## src/rtl/tiny_dnn_layer_seq_if.sv

```systemverilog
// tiny_dnn_layer_seq_if: host/config/control bundle between the host, the layer sequencer and the datapath.
interface tiny_dnn_layer_seq_if #(
  parameter int AW = 3,
  parameter int DESC_W = 82
);
  logic cfg_we;
  logic [AW-1:0] cfg_addr;
  logic [DESC_W-1:0] cfg_data;
  logic [AW:0] num_layers;
  logic start, abort, layer_done;
  logic busy, done;
  logic [AW-1:0] layer_idx;
  logic run, backprop, deltaw, enbias, last;
  logic [3:0] id, od;
  logic [9:0] is, os, fs, ks;
  logic [4:0] ih, iw, oh, ow, kh, kw;
  modport master (
    output cfg_we, cfg_addr, cfg_data, num_layers, start, abort, layer_done,
    input busy, done, layer_idx, run, backprop, deltaw, enbias, last,
    input id, od, is, os, fs, ks, ih, iw, oh, ow, kh, kw
  );
  modport slave (
    input cfg_we, cfg_addr, cfg_data, num_layers, start, abort, layer_done,
    output busy, done, layer_idx, run, backprop, deltaw, enbias, last,
    output id, od, is, os, fs, ks, ih, iw, oh, ow, kh, kw
  );
endinterface

```

## src/rtl/tiny_dnn_layer_seq.sv

```systemverilog
// tiny_dnn_layer_seq: walks a host-written layer descriptor table, driving run/mode/shape per layer; LAYER_SEQ_PERF_EN adds run-cycle counters.
module tiny_dnn_layer_seq #(
  parameter int N_LAYER = 8,
  parameter int AW = 3,
  parameter int GAP = 2,
  parameter int DESC_W = 82
) (
  input logic clk,
  input logic rst,
  tiny_dnn_layer_seq_if.slave bus
`ifdef LAYER_SEQ_PERF_EN
  ,
  output logic [31:0] run_cyc,
  output logic [31:0] layer_cyc
`endif
);
  typedef enum logic [2:0] {IDLE, SETUP, RUN, DRAIN, FIN} state_t;
  state_t state, nxt;
  logic [DESC_W-1:0] tbl [N_LAYER];
  logic [DESC_W-1:0] cfg_q, desc;
  logic [AW:0] cnt, nl;
  logic [AW-1:0] idx, ld_idx;
  logic [7:0] gap;
  logic go, wr, more;
  assign nl = (bus.num_layers > (AW+1)'(N_LAYER)) ? (AW+1)'(N_LAYER) : bus.num_layers;
  assign go = state == IDLE && bus.start;
  assign wr = state == IDLE && bus.cfg_we;
  assign more = ({1'b0, idx} + (AW+1)'(1)) < cnt;
  assign ld_idx = go ? '0 : idx + AW'(1);
  // write-first so a start alongside a write to the first entry sees the new descriptor
  assign desc = (wr && bus.cfg_addr == ld_idx) ? bus.cfg_data : tbl[ld_idx];
  always_ff @(posedge clk)
    if (wr) tbl[bus.cfg_addr] <= bus.cfg_data;
  always_ff @(posedge clk)
    state <= rst ? IDLE : nxt;
  always_comb begin
    nxt = state;
    case (state)
      IDLE: nxt = bus.start ? (nl == '0 ? FIN : SETUP) : IDLE;
      SETUP: nxt = RUN;
      RUN: nxt = bus.layer_done ? DRAIN : RUN;
      DRAIN: nxt = gap == 8'(GAP-1) ? (more ? SETUP : FIN) : DRAIN;
      FIN: nxt = IDLE;
      default: nxt = IDLE;
    endcase
    if (bus.abort && state != IDLE) nxt = IDLE;
  end
  always_ff @(posedge clk)
    if (rst) begin
      cfg_q <= '0;
      idx <= '0;
      cnt <= '0;
      gap <= '0;
    end else begin
      if (go) cnt <= nl;
      if (nxt == SETUP) begin
        idx <= ld_idx;
        cfg_q <= desc;
      end
      gap <= state == DRAIN ? gap + 8'd1 : 8'd0;
    end
  always_comb begin
    bus.busy = state == SETUP || state == RUN || state == DRAIN;
    bus.done = state == FIN;
    bus.run = state == RUN;
    bus.layer_idx = idx;
    bus.backprop = cfg_q[81:80] == 2'b01 || cfg_q[81:80] == 2'b10;
    bus.deltaw = cfg_q[81:80] == 2'b10;
    bus.enbias = cfg_q[79];
    bus.last = cfg_q[78];
    bus.id = cfg_q[77:74];
    bus.is = cfg_q[73:64];
    bus.ih = cfg_q[63:59];
    bus.iw = cfg_q[58:54];
    bus.od = cfg_q[53:50];
    bus.os = cfg_q[49:40];
    bus.oh = cfg_q[39:35];
    bus.ow = cfg_q[34:30];
    bus.fs = cfg_q[29:20];
    bus.ks = cfg_q[19:10];
    bus.kh = cfg_q[9:5];
    bus.kw = cfg_q[4:0];
  end
`ifdef LAYER_SEQ_PERF_EN
  logic [31:0] lay;
  always_ff @(posedge clk)
    if (rst) begin
      run_cyc <= '0;
      layer_cyc <= '0;
      lay <= '0;
    end else begin
      if (go) run_cyc <= '0;
      else if (state == RUN && run_cyc != '1) run_cyc <= run_cyc + 32'd1;
      lay <= state == RUN ? lay + 32'd1 : 32'd0;
      if (state == RUN && nxt == DRAIN) layer_cyc <= lay + 32'd1;
    end
`endif
endmodule

```

## src/flat_wrapper.sv

```systemverilog
// flat-port wrapper written by rule: the top's interface ports become plain ports
module tiny_dnn_layer_seq_flat 
#(
  parameter int N_LAYER = 8,
  parameter int AW = 3,
  parameter int GAP = 2,
  parameter int DESC_W = 82
)
  (clk, rst, bus_cfg_we, bus_cfg_addr, bus_cfg_data, bus_num_layers, bus_start, bus_abort, bus_layer_done, bus_busy, bus_done, bus_layer_idx, bus_run, bus_backprop, bus_deltaw, bus_enbias, bus_last, bus_id, bus_od, bus_is, bus_os, bus_fs, bus_ks, bus_ih, bus_iw, bus_oh, bus_ow, bus_kh, bus_kw);
  tiny_dnn_layer_seq_if #(.AW(AW), .DESC_W(DESC_W)) bus_i ();
  input logic clk;
  input logic rst;
  input wire logic [$bits(bus_i.cfg_we)-1:0] bus_cfg_we;
  input wire logic [$bits(bus_i.cfg_addr)-1:0] bus_cfg_addr;
  input wire logic [$bits(bus_i.cfg_data)-1:0] bus_cfg_data;
  input wire logic [$bits(bus_i.num_layers)-1:0] bus_num_layers;
  input wire logic [$bits(bus_i.start)-1:0] bus_start;
  input wire logic [$bits(bus_i.abort)-1:0] bus_abort;
  input wire logic [$bits(bus_i.layer_done)-1:0] bus_layer_done;
  output wire logic [$bits(bus_i.busy)-1:0] bus_busy;
  output wire logic [$bits(bus_i.done)-1:0] bus_done;
  output wire logic [$bits(bus_i.layer_idx)-1:0] bus_layer_idx;
  output wire logic [$bits(bus_i.run)-1:0] bus_run;
  output wire logic [$bits(bus_i.backprop)-1:0] bus_backprop;
  output wire logic [$bits(bus_i.deltaw)-1:0] bus_deltaw;
  output wire logic [$bits(bus_i.enbias)-1:0] bus_enbias;
  output wire logic [$bits(bus_i.last)-1:0] bus_last;
  output wire logic [$bits(bus_i.id)-1:0] bus_id;
  output wire logic [$bits(bus_i.od)-1:0] bus_od;
  output wire logic [$bits(bus_i.is)-1:0] bus_is;
  output wire logic [$bits(bus_i.os)-1:0] bus_os;
  output wire logic [$bits(bus_i.fs)-1:0] bus_fs;
  output wire logic [$bits(bus_i.ks)-1:0] bus_ks;
  output wire logic [$bits(bus_i.ih)-1:0] bus_ih;
  output wire logic [$bits(bus_i.iw)-1:0] bus_iw;
  output wire logic [$bits(bus_i.oh)-1:0] bus_oh;
  output wire logic [$bits(bus_i.ow)-1:0] bus_ow;
  output wire logic [$bits(bus_i.kh)-1:0] bus_kh;
  output wire logic [$bits(bus_i.kw)-1:0] bus_kw;
  assign bus_i.cfg_we = bus_cfg_we;
  assign bus_i.cfg_addr = bus_cfg_addr;
  assign bus_i.cfg_data = bus_cfg_data;
  assign bus_i.num_layers = bus_num_layers;
  assign bus_i.start = bus_start;
  assign bus_i.abort = bus_abort;
  assign bus_i.layer_done = bus_layer_done;
  assign bus_busy = bus_i.busy;
  assign bus_done = bus_i.done;
  assign bus_layer_idx = bus_i.layer_idx;
  assign bus_run = bus_i.run;
  assign bus_backprop = bus_i.backprop;
  assign bus_deltaw = bus_i.deltaw;
  assign bus_enbias = bus_i.enbias;
  assign bus_last = bus_i.last;
  assign bus_id = bus_i.id;
  assign bus_od = bus_i.od;
  assign bus_is = bus_i.is;
  assign bus_os = bus_i.os;
  assign bus_fs = bus_i.fs;
  assign bus_ks = bus_i.ks;
  assign bus_ih = bus_i.ih;
  assign bus_iw = bus_i.iw;
  assign bus_oh = bus_i.oh;
  assign bus_ow = bus_i.ow;
  assign bus_kh = bus_i.kh;
  assign bus_kw = bus_i.kw;
  tiny_dnn_layer_seq #(.N_LAYER(N_LAYER), .AW(AW), .GAP(GAP), .DESC_W(DESC_W)) u_core (.clk(clk), .rst(rst), .bus(bus_i));
endmodule
```

## config.mk

```make
export PLATFORM = sky130hd
export DESIGN_NAME = tiny_dnn_layer_seq_flat
export DESIGN_NICKNAME = d
export VERILOG_FILES = /design/src/rtl/tiny_dnn_layer_seq_if.sv /design/src/rtl/tiny_dnn_layer_seq.sv /design/src/flat_wrapper.sv
export SDC_FILE = /design/constraint.sdc
export NUM_CORES = 1
export LEC_CHECK = 0
export BUFFER_PORTS_ARGS = -buffer_cell sky130_fd_sc_hd__buf_2
export CORE_ASPECT_RATIO = 1.4
export CORE_MARGIN = 2
export CORE_UTILIZATION = 45
export CTS_CLUSTER_DIAMETER = 30
export DETAILED_ROUTE_END_ITERATION = 7
export GPL_ROUTABILITY_DRIVEN = 0
export SYNTH_ARGS = -nofsm -noshare
export SYNTH_HDL_FRONTEND = slang
export SYNTH_SLANG_ARGS = --single-unit
```

## constraint.sdc

```tcl
create_clock -name clk -period 8.1 [get_ports clk]
set_input_delay 1.62 -clock clk [delete_from_list [all_inputs] [get_ports clk]]
set_output_delay 1.62 -clock clk [all_outputs]
set_load 0.02 [all_outputs]
```

==> results.md, run 1 <==
* Hold Vio Cnt, Final at 0
* Tmin final at 4.70 ns
* WP data required at 8.66 ns
* Fill count at 5,338
* Antenna violations before repair at 12
* Total track usage at 0.221
* Detailed-route DRC error count at 16
* PwrDens at a little under 300 nW/um^2
* Row count at 111
* Drt first pass iters at 7
* Layout area overhead at 17.3%
* Maximum buffer depth of the clock tree at 3
* Initial Util at 0.456
* Postcts setup bufs at 0
* Max stage delay on crit path at slightly above 0.9 ns
* Vias in the first global route at 18,713
* Hold crit path type: reg2reg
* Arrival time worst endpoint at 5.26 ns
* Inserted Clock Buffers at 112
* Least-Margin Pin Slew at 1.11 ns
* Kind of critical path: reg2reg
* Fraction of layout cells with a size suffix above 1 at 0.189
* Port Buffer Count at 182
* Static leakage at roughly 12 nW
* Core footprint at 65,600 um^2
* Worst setup SP type: flip-flop
* Final setup skew at between 0.015 and 0.02 ns
* Final wirelength at 76,500 um
* GRT Residual Overflow at 0
* CTS tree: built
* Ports at 183
* Die height at 309 um
* Worst path slowest cell: dfxtp_4
* Worst slack, placed at roughly 3.0 ns
* Clk sink count at 756
* Via density at slightly below 6
* Synth Area per Inst at 14.2 um^2
* DP Cell Count at approximately 3,000
* Die Width at 222 um
* Clk slew on worst S/H paths at 0.05 ns
* Pins Over Slew Limit at 0
* Unique cell type count in the Yosys netlist at 38
* Register area share after synthesis at 0.726
* Layout Cells excl Fill at between 3,000 and 4,000
* Worst Slack Setup Final at 3.40 ns
* Max cap viols at 0
* Final period util at 0.580
* Nets@finish at approximately 2,300
* DPL Wire Length at 39,000 um
* H-tree levels at 3
* Largest net degree at the start of global routing at 192
* Hold Buf Count CTS at 0
* Worst path cell trace: ha_1, xnor2_2, inv_4, nand2_4, xnor2_1, or4_4, buf_4, o211ai_1, a311oi_1
* Setup crit end kind: flip-flop
* Die area at between 60,000 and 70,000 um^2
* Failing checks: DRC
* Syn nets at 2,203
* Setup TNS at 0 ns
* Status: complete, but fails checks
* Wire per inst at 24.4 um
* Vias at ~19,000
* Max FO, Critical Path at 61
* Synthesized instance count at 2,101
* Synth Register Bits at 756
* Highest clock rate at 213 MHz
* Clk Latency, worst-skew pair at roughly 0.67 ns
* Initial DRC Count at 1,472
* Unrepaired setup endpoints after global routing: no
* Relative slew margins at 0.258
* Synthesized cell area at approximately 30,000 um^2
* Global-route wire length before repair at between 100,000 and 150,000 um
* Synth warnings at 0
* CTS root buffer: clkbuf_16
* Final hold slack at ~0.45 ns
* Final ANT Viol Nets at 0
* # resized after CTS at 0
* Setup-failing EPs final at 0
* Worst ir drop on vdd at between 0.15 and 0.2 mV
[path summary, 6_finish.rpt]
path	to	slack, ns	cells after the start	from
worst max-delay path	u_core.cfg_q[49]	3.40	9	u_core.bus.layer_idx[0]
worst min-delay path	u_core.cnt[2]	0.45	2	u_core.cnt[2]
worst max register to register	u_core.cfg_q[49]	3.40	9	u_core.bus.layer_idx[0]
worst min register to register	u_core.cnt[2]	0.45	2	u_core.cnt[2]
[cells in the mapped netlist]
cell / number / area (um^2)
a21oi_1: 90 / 450
a311oi_1: 82 / 718
a311oi_2: 1 / 15.0
a31oi_1: 2 / 12.5
a32oi_1: 83 / 727
and2_1: 1 / 6.26
and2_4: 1 / 8.76
and3_1: 2 / 12.5
buf_1: 12 / 45.0
buf_2: 6 / 30.0
buf_4: 78 / 586
buf_6: 11 / 124
clkbuf_1: 140 / 526
dfxtp_1: 100 / 2000
edfxtp_1: 656 / 19700
ha_1: 7 / 87.6
inv_1: 7 / 26.3
mux2i_1: 85 / 851
nand2_1: 343 / 1290
nand2b_1: 4 / 25.0
nand3_1: 4 / 20.0
nand3b_1: 4 / 30.0
nor2_1: 112 / 420
nor3_1: 2 / 10.0
nor3b_1: 1 / 7.51
nor4_1: 2 / 12.5
nor4_4: 1 / 21.3
nor4b_1: 1 / 8.76
nor4b_2: 1 / 15.0
o211ai_1: 165 / 1240
o21ai_0: 2 / 10.0
o221ai_1: 82 / 718
or3_1: 1 / 6.26
or4_1: 1 / 7.51
or4b_4: 1 / 13.8
xnor2_1: 5 / 43.8
xor2_1: 4 / 35.0
xor2_2: 1 / 16.3
[critical path, delay by kind of cell, from the launching register on]
kind                       cells  cell delay (ns)
AOI/OAI and AO/OA              2             0.48
and+or+nand+nor                2             1.40
buffers and inverters          2             0.83
DFF                            1             0.92
xor gates and xnor gates       2             0.61
adders and majority gates      1             0.32
[power breakdown]
group          internal (mW)  switching [mW]
sequential              4.37          0.0775
combinational          0.274           0.566
clock                   3.26            1.84
[flip-flops by register name, summed over array words and instances, names as in the netlist]
signal                flops
u_core.tbl              656
u_core.cfg_q             82
u_core.gap                8
u_core.cnt                4
u_core.bus.layer_idx      3
u_core.state              3
[area by class of cell]
cell class              count  area, um^2  area share
inverters                   7        28.8    0.000821
multi-input cells        1091        6950       0.198
flip-flops and latches    756       21700       0.619
diodes                      4        10.0    0.000286
clock inverters            88        1180      0.0336
well taps                 847        1060      0.0302
repair buffers            217        1210      0.0346
clock buffers             124        2900      0.0827
[cell usage in the layout, fill, tap and decap left out, types with 4 or more instances in the layout]
master | Yosys | final
edfxtp_1 | 656 | 656
nand2_1 | 343 | 342
buf_2 | 6 | 181
o211ai_1 | 165 | 165
clkbuf_16 | 0 | 113
nor2_1 | 112 | 104
dfxtp_1 | 100 | 99
a21oi_1 | 90 | 90
mux2i_1 | 85 | 85
a32oi_1 | 83 | 83
o221ai_1 | 82 | 82
a311oi_1 | 82 | 82
buf_4 | 78 | 33
bufinv_16 | 0 | 20
clkinv_4 | 0 | 16
clkinvlp_4 | 0 | 11
clkinv_2 | 0 | 11
clkinv_1 | 0 | 11
inv_6 | 0 | 10
nor2_4 | 0 | 8
clkbuf_1 | 140 | 8
ha_1 | 7 | 7
inv_1 | 7 | 6
diode_2 | 0 | 4
nand3_1 | 4 | 4
xor2_1 | 4 | 4
xnor2_1 | 5 | 4
nand3b_1 | 4 | 4
nand2b_1 | 4 | 4
inv_8 | 0 | 4
[stage by stage]
step | total power [mW] | util | area (um^2)
floorplan | 5.12 | - | 29900
global placement | 5.35 | 0.472 | 31000
detailed placement | 5.37 | 0.472 | 31000
CTS | 10.5 | 0.534 | 35000
global route | 10.7 | 0.535 | 35000
finish | 10.4 | 0.535 | 35000
[layer usage]
| layer | share of wire | vias to the layer above | GRT usage |
|---|---|---|---|
| met2 | 0.51 | 704 | 0.386 |
| li1 | - | 8335 | - |
| met4 | 0.028 | 12 | 0.0916 |
| met1 | 0.40 | 9426 | 0.271 |
| met5 | 0.00090 | - | 0 |
| met3 | 0.063 | 135 | 0.0417 |
[kinds of logic (layout without fill, tap and decap cells)]
kind of cell / after synthesis / in the layout / share of synthesized area
AOI/OAI and AO/OA: 507 / 507 / 0.130
xor gates and xnor gates: 10 / 10 / 0.00318
adders and majority gates: 7 / 7 / 0.00293
buffers and inverters: 254 / 436 / 0.0447
DFF: 756 / 756 / 0.726
muxes: 85 / 85 / 0.0285
other: 0 / 4 / 0
and+or+nand+nor: 482 / 482 / 0.0640
Note: power is estimated with default switching activity, not from simulation.
==> inputs of run 2 (changes only) <==
==> constraint.sdc (replaced) <==
create_clock -name clk -period 4.1 [get_ports clk]
set_input_delay 0.82 -clock clk [delete_from_list [all_inputs] [get_ports clk]]
set_output_delay 0.82 -clock clk [all_outputs]
set_load 0.02 [all_outputs]
==> results.md, run 2 (synthesis gave the netlist of run 1 again) <==
* Status: complete, but fails checks (unchanged)
* Failing checks: DRC (unchanged)
* Hold Vio Cnt, Final at 0 (unchanged)
* Final ANT Viol Nets at 0 (unchanged)
* Hold Path Sink: u_core.tbl[3][27] (was u_core.cnt[2])
* CTS tree: built (unchanged)
* Vias at 18,549 (was 18,612)
* Initial Util at 0.456 (unchanged)
* Final wirelength at 77,100 um (was 76,500 um)
* Fill count at 5,285 (was 5,338)
* H-tree levels at 3 (unchanged)
* Tmin final at 3.23 ns (was 4.70 ns)
* Hold Buf Count CTS at 0 (unchanged)
* Antenna violations before repair at 11 (was 12)
* Most common cell after layout, fill and taps aside: edfxtp_1 (unchanged)
* Kind of critical path: reg2reg (unchanged)
* Layout area overhead at 18.5% (was 17.3%)
* Initial DRC Count at 1,531 (was 1,472)
* DPL Wire Length at 37,800 um (was 39,000 um)
* Inserted Clock Buffers at 120 (was 112)
* Die area at 68,500 um^2 (unchanged)
* Port Buffer Count at 182 (unchanged)
* Post-DP Area at 31,300 um^2 (was 31,000 um^2)
* Die height at 309 um (unchanged)
* Most frequent cells in the layout: edfxtp_1, nand2_1, buf_2 (unchanged)
* Least-Margin Pin Slew at 1.10 ns (was 1.11 ns)
* Final period util at 0.787 (was 0.580)
* Drt first pass iters at 7 (unchanged)
* Unrepaired setup endpoints after global routing: no (unchanged)
* # resized after CTS at 0 (unchanged)
* Hold crit path type: in2reg (was reg2reg)
* Global-route wire length before repair at 115,000 um (about the same)
* Postcts setup bufs at 0 (unchanged)
* Maximum buffer depth of the clock tree at 3 (unchanged)
* CTS root buffer: clkbuf_16 (unchanged)
* Via density at 5.88 (was 5.94)
* Setup-failing EPs final at 0 (unchanged)
* Worst ir drop on vdd at 0.394 mV (was 0.171 mV)
* PwrDens at 582 nW/um^2 (was 297 nW/um^2)
* Post-route cell area at 35,400 um^2 (was 35,000 um^2)
* Max cap viols at 0 (unchanged)
* Final setup skew at 0.0195 ns (was 0.0172 ns)
* Arrival time worst endpoint at 3.79 ns (was 5.26 ns)
* Worst setup SP type: flip-flop (unchanged)
* WP data required at 4.67 ns (was 8.66 ns)
* Pins Over Slew Limit at 0 (unchanged)
* Setup TNS at 0 ns (unchanged)
* Largest registers: u_core.tbl x656, u_core.cfg_q x82, u_core.gap x8 (unchanged)
* Top reg by flops: u_core.tbl (unchanged)
* Ports at 183 (unchanged)
* Total track usage at 0.222 (was 0.221)
* Setup crit end kind: flip-flop (unchanged)
* Max reg flops at 656 (unchanged)
* Design Power at 20.6 mW (was 10.4 mW)
* Max FO, Critical Path at 49 (was 61)
* HP Start: bus_cfg_data[27] (was u_core.cnt[2])
* Reg2Reg Setup Slack at 0.87 ns (was 3.40 ns)
* Clk Latency, worst-skew pair at 0.67 ns (about the same)
* GRT Residual Overflow at 0 (unchanged)
* Core footprint at 65,600 um^2 (unchanged)
* Vias in the first global route at 18,993 (was 18,713)
* Relative slew margins at 0.269 (was 0.258)
* Clk slew on worst S/H paths at 0.06 ns (was 0.05 ns)
* Nets@finish at 2,301 (was 2,287)
* Clk sink count at 756 (unchanged)
* Highest clock rate at 310 MHz (was 213 MHz)
* Reg-to-reg startpoint: u_core.bus.layer_idx[0] (unchanged)
* Largest net degree at the start of global routing at 166 (was 192)
* Row count at 111 (unchanged)
* Reg2reg end: u_core.cfg_q[36] (was u_core.cfg_q[49])
* FF-to-FF path depth at 8 (was 9)
* Static leakage at 11.8 nW (was 11.7 nW)
* Die Width at 222 um (unchanged)
* Final hold slack at 0.435 ns (was 0.453 ns)
* Worst Hold Depth at 1 (was 2)
* Wire per inst at 24.4 um (about the same)
* Detailed-route DRC error count at 22 (was 16)
* Fraction of layout cells with a size suffix above 1 at 0.199 (was 0.189)
run 2: critical path: stages, from the launching register on:
cell	delay (ns)
dfxtp_4	0.53
ha_1	0.24
xnor2_2	0.15
buf_4	0.56
buf_4	0.75
nand2_1	0.12
a32oi_1	0.28
o211ai_1	0.12
a311oi_1	0.30
run 2: metal layers:
layer | part of all wire | vias up | routed length [um] | GRT usage
met2 | 0.51 | 614 | 39300 | 0.392
met3 | 0.062 | 150 | 4770 | 0.0420
li1 | - | 8363 | - | -
met1 | 0.40 | 9404 | 30700 | 0.266
met4 | 0.029 | 18 | 2240 | 0.0938
met5 | 0.0014 | - | 107 | 0
run 2: area by class of cell:
type                       count  area [um^2]  area share
antenna                        2         5.00    0.000141
clock buffer                 139         3180      0.0897
clock inverter                89          972      0.0275
inverter                       7         28.8    0.000813
multi-input combinational   1091         6950       0.196
sequential                   756        21700       0.613
tap                          847         1060      0.0299
timing repair buffer         223         1510      0.0426
run 2: worst max-delay path by stage:
stage / from / slack [ns] / endpoint
after detailed placement: bus_start / 0.68 / u_core.cfg_q[78]
after global placement: bus_start / 0.70 / u_core.cfg_q[20]
after global routing: u_core.bus.layer_idx[0] / 0.69 / u_core.cfg_q[36]
after floorplan: bus_cfg_we / -1.15 / u_core.tbl[7][0]
after CTS: u_core.bus.layer_idx[0] / 0.91 / u_core.cfg_q[78]
final: u_core.bus.layer_idx[0] / 0.87 / u_core.cfg_q[36]
run 2: stage by stage:
stage | utilization | setup slack, ns | std cells
after detailed placement | 0.477 | 0.677 | 2924
after CTS | 0.540 | 0.906 | 3152
after global placement | 0.477 | 0.697 | 2924
after floorplan | - | -1.15 | 2101
final | 0.540 | 0.873 | 3154
after global routing | 0.540 | 0.691 | 3153
run 2: power breakdown:
| group | internal [mW] | switching, mW |
|---|---|---|
| clock network | 6.40 | 3.73 |
| registers | 8.63 | 0.145 |
| logic | 0.565 | 1.13 |
